`src/rtl/seq_monitor.sv`:
```
// Next-state checker for the 3-bit preset/clear sequence counter.
// Flags illegal steps, counts main-loop passes and latches a fault.
module seq_monitor #(
   parameter int CNT_W     = 8,
   parameter int ERR_LIMIT = 3
) (
   input  logic             Clk,
   input  logic             Rst,
   input  logic             En,
   input  logic [2:0]       Q,
   output logic [2:0]       Exp,
   output logic             Mismatch,
   output logic             InLoop,
   output logic             Fault,
   output logic [CNT_W-1:0] LoopCnt,
   output logic [CNT_W-1:0] ErrCnt
);

   typedef enum logic [1:0] {IDLE, TRACK, FAULT} state_t;

   localparam logic [CNT_W-1:0] ONE   = CNT_W'(1);
   localparam logic [CNT_W-1:0] LIMIT = CNT_W'(ERR_LIMIT);

   state_t           state_q, state_d;
   logic [2:0]       prev_q, prev_d;
   logic [2:0]       exp_q, exp_d;
   logic             mism_q, mism_d;
   logic             inloop_q, inloop_d;
   logic             fault_q, fault_d;
   logic [CNT_W-1:0] loop_cnt_q, loop_cnt_d;
   logic [CNT_W-1:0] err_cnt_q, err_cnt_d;

   function automatic logic [2:0] nxt(input logic [2:0] s);
      logic [2:0] r;
      unique case (s)
         3'b000:  r = 3'b110;
         3'b001:  r = 3'b110;
         3'b010:  r = 3'b111;
         3'b011:  r = 3'b000;
         3'b100:  r = 3'b111;
         3'b101:  r = 3'b010;
         3'b110:  r = 3'b100;
         default: r = 3'b011;
      endcase
      return r;
   endfunction

   function automatic logic is_loop(input logic [2:0] s);
      return !(s == 3'b001 || s == 3'b010 || s == 3'b101);
   endfunction

   always_comb begin
      state_d    = state_q;
      prev_d     = prev_q;
      exp_d      = exp_q;
      mism_d     = 1'b0;
      inloop_d   = inloop_q;
      fault_d    = fault_q;
      loop_cnt_d = loop_cnt_q;
      err_cnt_d  = err_cnt_q;
      unique case (state_q)
         IDLE: begin
            if (En) begin
               state_d  = TRACK;
               prev_d   = Q;
               exp_d    = nxt(Q);
               inloop_d = is_loop(Q);
            end
         end
         TRACK: begin
            if (En) begin
               if (Q == exp_q) begin
                  if (prev_q == 3'b011 && Q == 3'b000)
                     loop_cnt_d = loop_cnt_q + ONE;
               end else begin
                  mism_d    = 1'b1;
                  err_cnt_d = err_cnt_q + ONE;
                  // Error limit reached: freeze in FAULT on this edge
                  if (err_cnt_d == LIMIT) begin
                     state_d = FAULT;
                     fault_d = 1'b1;
                  end
               end
               prev_d   = Q;
               exp_d    = nxt(Q);
               inloop_d = is_loop(Q);
            end
         end
         FAULT: begin
            fault_d = 1'b1;
         end
         default: begin
            state_d = IDLE;
         end
      endcase
   end

   always_ff @(posedge Clk) begin
      if (Rst) begin
         state_q    <= IDLE;
         prev_q     <= 3'b000;
         exp_q      <= 3'b000;
         mism_q     <= 1'b0;
         inloop_q   <= 1'b0;
         fault_q    <= 1'b0;
         loop_cnt_q <= '0;
         err_cnt_q  <= '0;
      end else begin
         state_q    <= state_d;
         prev_q     <= prev_d;
         exp_q      <= exp_d;
         mism_q     <= mism_d;
         inloop_q   <= inloop_d;
         fault_q    <= fault_d;
         loop_cnt_q <= loop_cnt_d;
         err_cnt_q  <= err_cnt_d;
      end
   end

   assign Exp      = exp_q;
   assign Mismatch = mism_q;
   assign InLoop   = inloop_q;
   assign Fault    = fault_q;
   assign LoopCnt  = loop_cnt_q;
   assign ErrCnt   = err_cnt_q;

endmodule

```
`config.mk`:
```
export PLATFORM = sky130hd
export DESIGN_NAME = seq_monitor
export DESIGN_NICKNAME = d
export VERILOG_FILES = /design/src/rtl/seq_monitor.sv
export SDC_FILE = /design/constraint.sdc
export NUM_CORES = 1
export LEC_CHECK = 0
export ABC_AREA = 1
export CORE_UTILIZATION = 50
export CTS_BUF_LIST = sky130_fd_sc_hd__clkbuf_4 sky130_fd_sc_hd__clkbuf_8
export DETAILED_ROUTE_END_ITERATION = 8
export PLACE_DENSITY = 0.89
export SETUP_SLACK_MARGIN = 0.4
export SYNTH_ARGS = -nofsm -noshare
export SYNTH_HDL_FRONTEND = slang
export SYNTH_SLANG_ARGS = --single-unit
```
`constraint.sdc`:
```
create_clock -name Clk -period 1.6 [get_ports Clk]
set_input_delay 0.4 -clock Clk [delete_from_list [all_inputs] [get_ports Clk]]
set_output_delay 0.4 -clock Clk [all_outputs]
set_load 0.05 [all_outputs]
```
==> results_tabular.tex, run 1 <==
\begin{tabular}{lr}
\hline
Metric & Value \\
\hline
\multicolumn{2}{l}{\textbf{Logic synthesis}} \\
\quad Library cell with the highest instance count after synthesis & sky130\_fd\_sc\_hd\_\_nand2\_1 \\
\quad Gate count of the mapped netlist & 198 \\
\quad Syn Nets & about 210 \\
\quad Dominant synthesized flop cell & sky130\_fd\_sc\_hd\_\_dfxtp\_1 \\
\quad Share of the yosys chip area belonging to registers & between 30\% and 40\% \\
\quad Number of warning messages in the yosys log & 0 \\
\quad Average cell area after synthesis & 7.10 sq um \\
\quad Top post-synthesis cells by area & sky130\_fd\_sc\_hd\_\_dfxtp\_1, sky130\_fd\_sc\_hd\_\_nand2\_1, sky130\_fd\_sc\_hd\_\_a21oi\_1 \\
\quad Synth top area share & 38.4\% \\
\quad Share of flip-flops with an asynchronous set or reset & 0\% \\
\quad Number of distinct library cells after synthesis & 26 \\
\quad Synth Cell Area & about 1400 sq um \\
\quad Commonest cells in the synthesized netlist & sky130\_fd\_sc\_hd\_\_nand2\_1, sky130\_fd\_sc\_hd\_\_dfxtp\_1, sky130\_fd\_sc\_hd\_\_inv\_1 \\
\quad Number of register bits inferred by synthesis & 27 \\
\quad Count of flip-flops with a built-in enable after synthesis & 0 \\
\quad Library cell occupying the most area in the post-synthesis netlist & sky130\_fd\_sc\_hd\_\_dfxtp\_1 \\
\multicolumn{2}{l}{\textbf{Clock tree}} \\
\quad Buffer levels on the longest clock path & 2 \\
\quad H-tree Lvls & 1 \\
\quad Total number of clock tree sinks & 27 \\
\quad Resize count post-CTS & 59 \\
\quad \# hold bufs at CTS & 0 \\
\quad Library cell used as clock root buffer & sky130\_fd\_sc\_hd\_\_clkbuf\_4 \\
\quad Number of buffers created by CTS & 3 \\
\quad Post-CTS setup buffer count & 24 \\
\multicolumn{2}{l}{\textbf{Die}} \\
\quad I/O pins & 28 \\
\quad Count of standard-cell rows & 18 \\
\quad Die Y-Extent & between 50 and 60 um \\
\quad Starting density of the core & 54.8\% \\
\quad Die boundary width & 55.0 um \\
\multicolumn{2}{l}{\textbf{Place}} \\
\quad Worst slack at placement & -0.439 ns \\
\quad Post-detail-place hpwl & 2850 um \\
\quad Routability-driven placement congestion ratio & 0.826 \\
\quad Total of buffers placed on input and output ports & 27 \\
\quad Cell total after placement & 270 \\
\multicolumn{2}{l}{\textbf{Outcome}} \\
\quad Result of the run & aborted with a tool error \\
\quad First error message & [ERROR DPL-0033] detailed placement checks failed during check placement. \\
\quad Last stage the flow got to & clock tree synthesis (4\_1\_cts) \\
\hline
\end{tabular}
## cell families after synthesis
group,share of synthesized area (%)
XOR/XNOR,4.98
flip-flops,38.4
adder cells (fa/ha/maj),2.67
buffers and inverters,8.54
AND/OR/NAND/NOR,29.8
AO/OA/AOI/OAI,15.6
## per-stage QoR
stage | hold slack, ns | area [sq um]
3_5_place_dp | 0.483 | 2150
2_1_floorplan | 0.448 | 1510
3_3_place_gp | 0.481 | 2150
==> run 2: changes to the inputs <==
==> config.mk (replaced) <==
export PLATFORM = sky130hd
export DESIGN_NAME = seq_monitor
export DESIGN_NICKNAME = d
export VERILOG_FILES = /design/src/rtl/seq_monitor.sv
export SDC_FILE = /design/constraint.sdc
export NUM_CORES = 1
export LEC_CHECK = 0
export ABC_AREA = 1
export CORE_UTILIZATION = 35
export DETAILED_ROUTE_END_ITERATION = 8
export PLACE_DENSITY_LB_ADDON = 0.15
export SYNTH_ARGS = -nofsm -noshare
export SYNTH_HDL_FRONTEND = slang
export SYNTH_SLANG_ARGS = --single-unit
==> run 2 against run 1 <==
The run now ends clean; synthesized area stayed put; synthesized cell count unchanged.
==> results_tabular.tex, run 2 <==
\begin{tabular}{lr}
\hline
Metric & Value \\
\hline
\multicolumn{2}{l}{\textbf{Power}} \\
\quad Maximum resistive drop on vdd & just over 500 uV \\
\quad Static power due to leakage & 0.960 nW \\
\quad Total power per unit cell area & between 600 and 700 nW/um\^{}2 \\
\multicolumn{2}{l}{\textbf{Timing}} \\
\quad Setup TNS & 0 ns \\
\quad Headroom to the max-slew limit & 80.3\% \\
\quad Final critical-path share of the clock period & 90.7\% \\
\quad Final slew viol count & 0 \\
\quad Worst-case setup margin in the final layout & 0.148 ns \\
\quad Final hold violation count & 0 \\
\quad Max frequency & 689 MHz \\
\quad Transition at the pin with the smallest max-transition slack & 0.295 ns \\
\quad Setup repair after global routing missed its margin & no \\
\quad Worst Skew & 0.00605 ns \\
\quad Time the final worst path needs with I/O delays and setup & 1.45 ns \\
\quad Setup violation total in the final timing report & 0 \\
\multicolumn{2}{l}{\textbf{Global route}} \\
\quad Residual overflow from global routing & 0 \\
\quad Vias in the first global route & 1275 \\
\quad First-pass GRT wire length & about 5500 um \\
\quad Maximum number of pins on one net before global-route repair & 16 \\
\quad Number of antenna violations at the first check in global routing & 0 \\
\quad Aggregate global-route resource usage & 16.2\% \\
\multicolumn{2}{l}{\textbf{Min path}} \\
\quad Cell depth of the worst min-delay path & 3 \\
\quad Path class of the lowest-slack min-delay path & in2reg \\
\quad Hold\_sp & Q[0] \\
\quad End point of the most critical hold path & Exp[2] \\
\multicolumn{2}{l}{\textbf{Logic synthesis}} \\
\quad Share of flip-flops with an asynchronous set or reset & 0\% \\
\quad Portion of netlist area occupied by mux cells & 0\% \\
\quad Synth top area share & 38.4\% \\
\quad Commonest cells in the synthesized netlist & sky130\_fd\_sc\_hd\_\_nand2\_1, sky130\_fd\_sc\_hd\_\_dfxtp\_1, sky130\_fd\_sc\_hd\_\_inv\_1 \\
\quad Gate count of the mapped netlist & slightly below 200 \\
\quad Share of the yosys chip area belonging to registers & 38.4\% \\
\quad Number of distinct library cells after synthesis & 26 \\
\quad Average cell area after synthesis & between 7 and 8 sq um \\
\quad Library cell with the highest instance count after synthesis & sky130\_fd\_sc\_hd\_\_nand2\_1 \\
\quad Syn Nets & between 200 and 250 \\
\quad Simple-gate area share of the yosys netlist & 29.8\% \\
\quad Top post-synthesis cells by area & sky130\_fd\_sc\_hd\_\_dfxtp\_1, sky130\_fd\_sc\_hd\_\_nand2\_1, sky130\_fd\_sc\_hd\_\_a21oi\_1 \\
\quad Synth Cell Area & approximately 1400 sq um \\
\quad Dominant synthesized flop cell & sky130\_fd\_sc\_hd\_\_dfxtp\_1 \\
\quad Number of register bits inferred by synthesis & 27 \\
\quad Library cell occupying the most area in the post-synthesis netlist & sky130\_fd\_sc\_hd\_\_dfxtp\_1 \\
\quad Share of the synthesized area in compound gates (AO/OA/AOI/OAI) & 15.6\% \\
\quad Number of warning messages in the yosys log & 0 \\
\quad Adder-Cell Fraction of Synth Area & under 10\% \\
\quad Largest family of logic cells by synthesized area & simple AND/OR/NAND/NOR gates \\
\quad Post-synthesis xor/xnor area fraction & 4.98\% \\
\quad Count of flip-flops with a built-in enable after synthesis & 0 \\
\multicolumn{2}{l}{\textbf{Place}} \\
\quad Total of buffers placed on input and output ports & 27 \\
\quad Cell total after placement & 290 \\
\quad Routability-driven placement congestion ratio & 0.882 \\
\quad Post-detail-place hpwl & 2440 um \\
\quad Post-Place Cell Area & between 2000 and 2500 sq um \\
\quad Worst slack at placement & -0.350 ns \\
\multicolumn{2}{l}{\textbf{Routing}} \\
\quad Vias after detailed routing & between 1k and 1.5k \\
\quad Via-to-Cell Ratio & 4.74 \\
\quad Number of antenna-violating nets in the routed design & 0 \\
\quad Post-DR wirelength/cell & 10.7 um \\
\quad Detailed Route Iter0 Violations & between 60 and 70 \\
\quad Routed WL & 3140 um \\
\quad Number of iterations in the first detailed-routing pass & 4 \\
\quad DRC violation count after routing & 0 \\
\multicolumn{2}{l}{\textbf{Clock tree}} \\
\quad Library cell used as clock root buffer & sky130\_fd\_sc\_hd\_\_clkbuf\_8 \\
\quad Clock tree from TritonCTS & built \\
\quad \# hold bufs at CTS & 0 \\
\quad Total number of clock tree sinks & 27 \\
\quad Number of buffers created by CTS & 3 \\
\quad Post-CTS setup buffer count & 0 \\
\quad H-tree Lvls & 1 \\
\quad Worst skew pair latency & 0.28 ns \\
\quad Clock transition time at the flip-flop clock pins of the worst setup and hold paths & 0.10 ns \\
\quad Buffer levels on the longest clock path & 2 \\
\multicolumn{2}{l}{\textbf{Finish}} \\
\quad Number of antenna diodes & 0 \\
\quad Most frequent standard cell in the layout excluding fill and tap cells & sky130\_fd\_sc\_hd\_\_nand2\_1 \\
\quad Final non-filler cell area & 2240 sq um \\
\quad Commonest cells after routing, fill and taps aside & sky130\_fd\_sc\_hd\_\_nand2\_1, sky130\_fd\_sc\_hd\_\_dfxtp\_1, sky130\_fd\_sc\_hd\_\_inv\_1, sky130\_fd\_sc\_hd\_\_buf\_12, sky130\_fd\_sc\_hd\_\_nor2\_1 \\
\quad Non-Filler Instances & 294 \\
\quad Share of final-layout standard cells stronger than drive strength 1 & between 20\% and 30\% \\
\quad Area overhead of the layout relative to synthesis & 59.1\% \\
\quad End-of-flow core utilization & between 50\% and 60\% \\
\quad NumNets Final & roughly 260 \\
\multicolumn{2}{l}{\textbf{Critical path}} \\
\quad Reg-to-reg endpoint & state\_q[0] \\
\quad Crit Reg-Reg Startpoint & ErrCnt[3] \\
\quad Worst Setup Path Type & reg2reg \\
\quad Critical path startpoint category & flip-flop \\
\quad Setup slack, reg-to-reg & about 0.15 ns \\
\quad Highest fanout seen on the critical path & 7 \\
\quad Worst Setup End Kind & flip-flop \\
\quad Length in cells of the worst reg-to-reg path & 9 \\
\quad Crit path DAT & between 1.5 and 2 ns \\
\quad Endpoint required time on the critical path & 1.79 ns \\
\multicolumn{2}{l}{\textbf{Die}} \\
\quad Die Y-Extent & 65.4 um \\
\quad Placeable core area & 3740 sq um \\
\quad I/O pins & 28 \\
\quad Die area & $\sim$4300 sq um \\
\quad Count of standard-cell rows & 22 \\
\quad Starting density of the core & 37.6\% \\
\quad Die boundary width & 65.4 um \\
\multicolumn{2}{l}{\textbf{Outcome}} \\
\quad Result of the run & finished clean \\
\multicolumn{2}{l}{\textbf{Job}} \\
\quad Max-cap violations & 0 \\
\hline
\end{tabular}
==> run 2: cell counts after synthesis <==
Identical to the previous run, type by type.
==> run 2: through the flow <==
step           total power (W)  hold slack (ns)
2_1_floorplan         0.000945            0.448
3_3_place_gp           0.00113            0.480
3_5_place_dp           0.00114            0.487
4_1_cts                0.00153            0.504
5_1_grt                0.00162            0.524
6_report               0.00154            0.493
==> run 2: report_power, final <==
| group | switching, W | internal, W | total [W] |
|---|---|---|---|
| clock network | 0.000223 | 0.000175 | 0.000398 |
| logic | 0.000208 | 0.000187 | 0.000396 |
| registers | 0.0000424 | 0.000703 | 0.000746 |
| total | 0.000473 | 0.00107 | 0.00154 |
==> run 2: area by class of cell <==
type,count,area [sq um]
clock buffer,3,41.3
timing repair buffer,47,677
multi-input combinational,141,806
sequential,27,547
clock inverter,1,5.00
tap,48,60.1
fill,330,1510
inverter,27,101
==> run 2: timing repair <==
item / 4_1_cts / 5_1_grt
setup endpoints to repair: 2 / 19
resized for setup: 3 / 17
pin swaps: 0 / 4
==> run 2: critical path, stage by stage, from the launching register on <==
cell	delay, ns
sky130_fd_sc_hd__dfxtp_1	0.50
sky130_fd_sc_hd__nand2_1	0.13
sky130_fd_sc_hd__nor2_1	0.20
sky130_fd_sc_hd__nand4_1	0.10
sky130_fd_sc_hd__nand2_1	0.12
sky130_fd_sc_hd__nand3_1	0.09
sky130_fd_sc_hd__nand2_1	0.06
sky130_fd_sc_hd__nand3_1	0.06
sky130_fd_sc_hd__nand2_1	0.06
sky130_fd_sc_hd__inv_1	0.03
==> run 2: worst max path at each step <==
stage          cells past startpoint       from    endpoint  slack, ns
2_1_floorplan                      9  ErrCnt[3]  state_q[0]       0.01
3_3_place_gp                       7       Q[1]  LoopCnt[3]      -0.36
3_5_place_dp                       7       Q[1]  LoopCnt[3]      -0.35
4_1_cts                            8       Q[2]   ErrCnt[7]     -0.003
5_1_grt                           10  ErrCnt[1]  state_q[0]       0.01
6_report                           9  ErrCnt[3]  state_q[0]       0.15
==> run 2: cell families (layout without fill, tap and decap cells) <==
logic type                 count (synthesis)  after routing
adders and majority gates                  3              3
AOI/OAI and AO/OA                         41             41
DFF                                       27             27
buffers and inverters                     30             78
xor gates and xnor gates                   8              8
and+or+nand+nor                           89             89
==> run 2: metal layers <==
metal / part of all wire, % / global-route usage (%)
met1: 50 / 22.3
met2: 48 / 26.7
met3: 2.0 / 2.08
met4: 0.60 / 4.08
met5: 0 / 0
Power figures use the tool's default switching activity.
